[config.mk]
export PLATFORM = sky130hd
export DESIGN_NAME = md_issue_ctrl
export DESIGN_NICKNAME = d
export VERILOG_FILES = /design/src/rtl/md_issue_ctrl.sv
export SDC_FILE = /design/constraint.sdc
export NUM_CORES = 1
export LEC_CHECK = 0
export ABC_CLOCK_PERIOD_IN_PS = 3300
export CAP_MARGIN = 10
export CORE_MARGIN = 3
export CORE_UTILIZATION = 35
export DETAILED_ROUTE_END_ITERATION = 8
export GPL_TIMING_DRIVEN = 0
export PLACE_DENSITY = 0.66
export RECOVER_POWER = 50
export SYNTH_ARGS = -nofsm -noshare
export SYNTH_HDL_FRONTEND = slang
export SYNTH_SLANG_ARGS = --single-unit
[constraint.sdc]
create_clock -name clk -period 3.3 [get_ports clk]
set_clock_uncertainty 0.1 [all_clocks]
set_input_delay 0.66 -clock clk [delete_from_list [all_inputs] [get_ports clk]]
set_output_delay 0.66 -clock clk [all_outputs]
set_load 0.01 [all_outputs]
[src/rtl/md_issue_ctrl.sv]
// md_issue_ctrl: issue, busy tracking and decode-stall control for the multiply/divide unit.
// Optional feature macro MDU_DIV0_FAST_EN: a divide by zero finishes after a single busy cycle.
module md_issue_ctrl #(
    parameter int unsigned MUL_CYCLES = 5,
    parameter int unsigned DIV_CYCLES = 10
) (
    input  logic       clk,
    input  logic       reset,
    input  logic       req,
    input  logic       e_valid,
    input  logic [3:0] e_op,
    input  logic       e_b_zero,
    input  logic [3:0] d_op,
    output logic       start,
    output logic [3:0] md_op,
    output logic       busy,
    output logic       stall_d,
    output logic       done,
    output logic       drop
);

    typedef enum logic [1:0] {
        S_IDLE,
        S_MUL,
        S_DIV
    } state_t;

    localparam logic [3:0] OP_MULT  = 4'd1;
    localparam logic [3:0] OP_MULTU = 4'd2;
    localparam logic [3:0] OP_DIV   = 4'd3;
    localparam logic [3:0] OP_DIVU  = 4'd4;
    localparam logic [3:0] OP_MFHI  = 4'd5;
    localparam logic [3:0] OP_MTLO  = 4'd8;

    state_t     r_state;
    state_t     w_state_nxt;
    logic [4:0] r_cnt;
    logic [4:0] w_cnt_nxt;
    logic [4:0] w_div_load;

    logic w_e_mul;
    logic w_e_div;
    logic w_e_mfmt;
    logic w_d_md;
    logic w_idle;
    logic w_issue;
    logic w_last;

    always_comb begin
        w_e_mul  = (e_op == OP_MULT) || (e_op == OP_MULTU);
        w_e_div  = (e_op == OP_DIV)  || (e_op == OP_DIVU);
        w_e_mfmt = (e_op >= OP_MFHI) && (e_op <= OP_MTLO);
        w_d_md   = (d_op >= OP_MULT) && (d_op <= OP_MTLO);
        w_idle   = (r_state == S_IDLE);
        w_issue  = e_valid && !req && w_idle;
        w_last   = !w_idle && (r_cnt == 5'd1);
    end

`ifdef MDU_DIV0_FAST_EN
    assign w_div_load = e_b_zero ? 5'd1 : 5'(DIV_CYCLES);
`else
    logic w_unused_b_zero;
    assign w_unused_b_zero = e_b_zero;
    assign w_div_load      = 5'(DIV_CYCLES);
`endif

    always_ff @(posedge clk) begin
        if (reset) begin
            r_state <= S_IDLE;
            r_cnt   <= '0;
        end else begin
            r_state <= w_state_nxt;
            r_cnt   <= w_cnt_nxt;
        end
    end

    always_comb begin
        w_state_nxt = r_state;
        w_cnt_nxt   = r_cnt;
        case (r_state)
            S_IDLE: begin
                if (w_issue && w_e_mul) begin
                    w_state_nxt = S_MUL;
                    w_cnt_nxt   = 5'(MUL_CYCLES);
                end else if (w_issue && w_e_div) begin
                    w_state_nxt = S_DIV;
                    w_cnt_nxt   = w_div_load;
                end
            end
            S_MUL, S_DIV: begin
                // Flush requests never cut an in-flight operation short.
                if (r_cnt == 5'd1) begin
                    w_state_nxt = S_IDLE;
                    w_cnt_nxt   = '0;
                end else begin
                    w_cnt_nxt = r_cnt - 5'd1;
                end
            end
            default: begin
                w_state_nxt = S_IDLE;
                w_cnt_nxt   = '0;
            end
        endcase
    end

    always_comb begin
        start = 1'b0;
        md_op = '0;
        drop  = 1'b0;
        busy  = !w_idle;
        done  = w_last;
        if (w_issue && (w_e_mul || w_e_div)) begin
            start = 1'b1;
        end
        if (w_issue && (w_e_mul || w_e_div || w_e_mfmt)) begin
            md_op = e_op;
        end
        if (e_valid && !w_idle && (w_e_mul || w_e_div || w_e_mfmt)) begin
            drop = 1'b1;
        end
        // Releasing on done lets the Decode MD op advance into an idle unit with no bubble.
        stall_d = w_d_md && (busy || start) && !done;
    end

endmodule

==> impl_metrics.ini <==
[global_route]
use_met1_pct = 20.1
grt_max_degree = 11
use_met2_pct = 22.8
grt_util_all_layers_pct = 15.3
grt_pass1_vias = 541
grt-busiest-layer = met2
antenna_found_initial = 0
gr-total-overflow = 0
grt_pass1_wl_mm = 2.39
use_met3_pct = 7.42

[synth]
yosysUniqueCellTypes = 31
yosysMostFrequentCell = nand2_1
async_flop_share_pct = 0
synth_top_family_by_area = simple AND/OR/NAND/NOR gates
synthXorXnorAreaFrac_pct = 6.14
yosysSeqAreaShare_pct = 24.6
synth_flop_cell = dfxtp_1
syn_nets = 88
synth-simple-area-share_pct = 33.6
synth_top_cell_by_area = dfxtp_1
syn-cell-area_um2 = 571
synth-compound-area-share_pct = 22.1
synth-edff-count = 0
synth_mux_area_share_pct = 0
syn_inst = 71
ys_warn_count = 0
yosysTopAreaCellShare_pct = 24.6
ys_seq_elements = 7
ys_top_cells_by_area = dfxtp_1 25%, ha_1 8.8%, nand2_1 5.3%
synth.top_cells.by_count = 8 x nand2_1, 7 x dfxtp_1, 6 x inv_1
synthAdderAreaFrac_pct = 8.77
synth.avg_cell_area_um2 = 8.04

[timing]
setup_viol = 0
hold_viol_final = 0
fin_crit_ns = 3.21
max_slew_margin_pct = 65.0
hold_ws_ns = 0.389
final_max_slew_viol_count = 0
setup_slack_ns = 0.0856
rsz0062_at_grt = false
tightest_slew_ns = 0.522
timing.fmax_mhz = 311
fin_crit_sh_pct = 97.4

[hold_path]
hold_class = reg -> reg
min_to = r_cnt[4]
hold_start = r_cnt[4]
hold_depth = 2

[route]
dr.first_iter.drc_count = 10
drcViolationCount = 0
routed_wirelength_mm = 1.46
firstDrtPassIters = 4
vias_per_cell = 5.35
drtAntennaViolNets = 0
avgRoutedWirePerCell_um = 12.7
vias = 615

[clock_network]
clk_pin_slew_ns = 0.05
clk_path_buf_depth = 2
cts_sinks = 7
cts_tree = done
clk_latency_ns = 0.25
cts-buffers-inserted = 3
cts-htree-levels = 1
cts_root_buf = clkbuf_4

[finish]
synthToLayoutAreaGrowth_pct = 50.7
diodes = 0
drive_above_1_share_pct = 14.0
final_net_count = 118

[die]
rows = 13
die_x_um = 46.4
coreArea_um2 = 1420
die_h_um = 46.4
dieArea_um2 = 2150
start_util_pct = 40.3
pin_count = 22

[pwr]
power.internal_mw = 0.245
pwr-share-seq_pct = 29.5
powerDensity_nw_per_um2 = 431
switching_power_mw = 0.126
vdd_drop_max_uv = 248
p_comb_share_pct = 49.9
power_frac_clock_pct = 20.6
leakage_nw = 0.352
netSwitchingFraction_pct = 34.0

[critical_path]
r2r_setup_slack_ns = 1.33
r2r_end = r_state[1]
worstPathArrival_ns = 2.45
required_ns = 2.54
critPathKind = in -> out
cp-start-kind = primary input
end_kind = primary output
critPathMaxFanout = 5
r2r_cells = 8
r2r_start = r_state[0]

[run_status]
status = completed

[place]
place_ws_ns = -0.0102
dp_hpwl_mm = 1.17
finalWeightedCongestion = 0.873
io_buffers = 20

[flow_run]
drv_cap = 0
[power groups by stage]
stage	clock, mW	combinational (mW)	sequential [mW]
detailed placement	0	0.160	0.111
CTS	0.0801	0.160	0.109
global placement	0	0.158	0.111
global route	0.0867	0.207	0.111
floorplan	0	0.106	0.108
finish	0.0763	0.185	0.109
[area by class of cell]
type	count	area (um2)
sequential	7	140
inverter	6	22.5
clock buffer	4	26.3
buffer	1	5.00
tap	15	18.8
multi-input combinational	57	407
fill	131	556
timing repair buffer	25	240
[sequential cells by signal (all words and copies together) (netlist names)]
signal,count
r_cnt,5
r_state,2
[logic make-up after synthesis]
logic type	after synthesis
AOI/OAI and AO/OA	17
xor gates and xnor gates	4
adders and majority gates	4
buffers and inverters	7
DFF	7
and+or+nand+nor	32
[worst max-delay path: stages]
cell and delay, ns:
clkdlybuf4s50_1 0.46, or3_1 0.38, buf_2 0.17, a31oi_4 0.23, nor3_1 0.07, clkdlybuf4s50_1 0.48
[layer usage]
layer,share of wire [%],wire length [um],vias up
met5,0,0,-
met4,0.55,8,0
met3,5.1,74,2
met2,46,675,15
met1,48,702,281
li1,-,-,317
[through the flow]
step	util (%)	power, mW	std cells	cell area [um2]	TNS [ns]
4_1_cts	57.6	0.350	110	816	0
3_5_place_dp	55.8	0.270	106	790	-0.0102
6_report	60.7	0.371	115	860	0
3_3_place_gp	55.8	0.269	106	790	-0.00126
5_1_grt	60.7	0.405	115	860	0
2_1_floorplan	-	0.215	71	571	0
[what timing repair did]
| item | 4_1_cts | 5_1_grt |
|---|---|---|
| resized for setup | 1 | 2 |
| setup buffers | 0 | 5 |
| endpoints found under the setup margin | 1 | 2 |
| cloned | 0 | 0 |
| endpoints found under the hold margin | 0 | 0 |
| hold buffers | 0 | 0 |
| pin swaps | 1 | 1 |
[worst max-delay path by stage]
stage,from,endpoint,slack [ns],depth (start not counted)
after floorplan,e_op[0],stall_d,1.02,4
after global placement,e_op[0],stall_d,-0.001,6
after detailed placement,e_op[0],stall_d,-0.01,5
after CTS,e_op[0],stall_d,0.03,6
after global routing,e_op[0],stall_d,0.0005,6
final,e_op[0],stall_d,0.09,6
[placed cells by master, fill, tap and decap left out, types with 2 or more instances in the layout]
cell	Yosys	layout
dfxtp_1	7	7
nand2_1	8	8
and2_1	3	3
xor2_1	2	2
and3_1	2	2
or3_1	2	2
inv_1	6	6
nor3_1	5	5
nor2_1	3	3
xnor2_1	2	2
o21ai_0	5	4
ha_1	4	4
nand2b_1	2	2
clkbuf_4	0	3
clkdlybuf4s50_1	0	19
a21oi_1	3	3
buf_4	0	5
No activity file was read; power rests on OpenSTA's default activity.
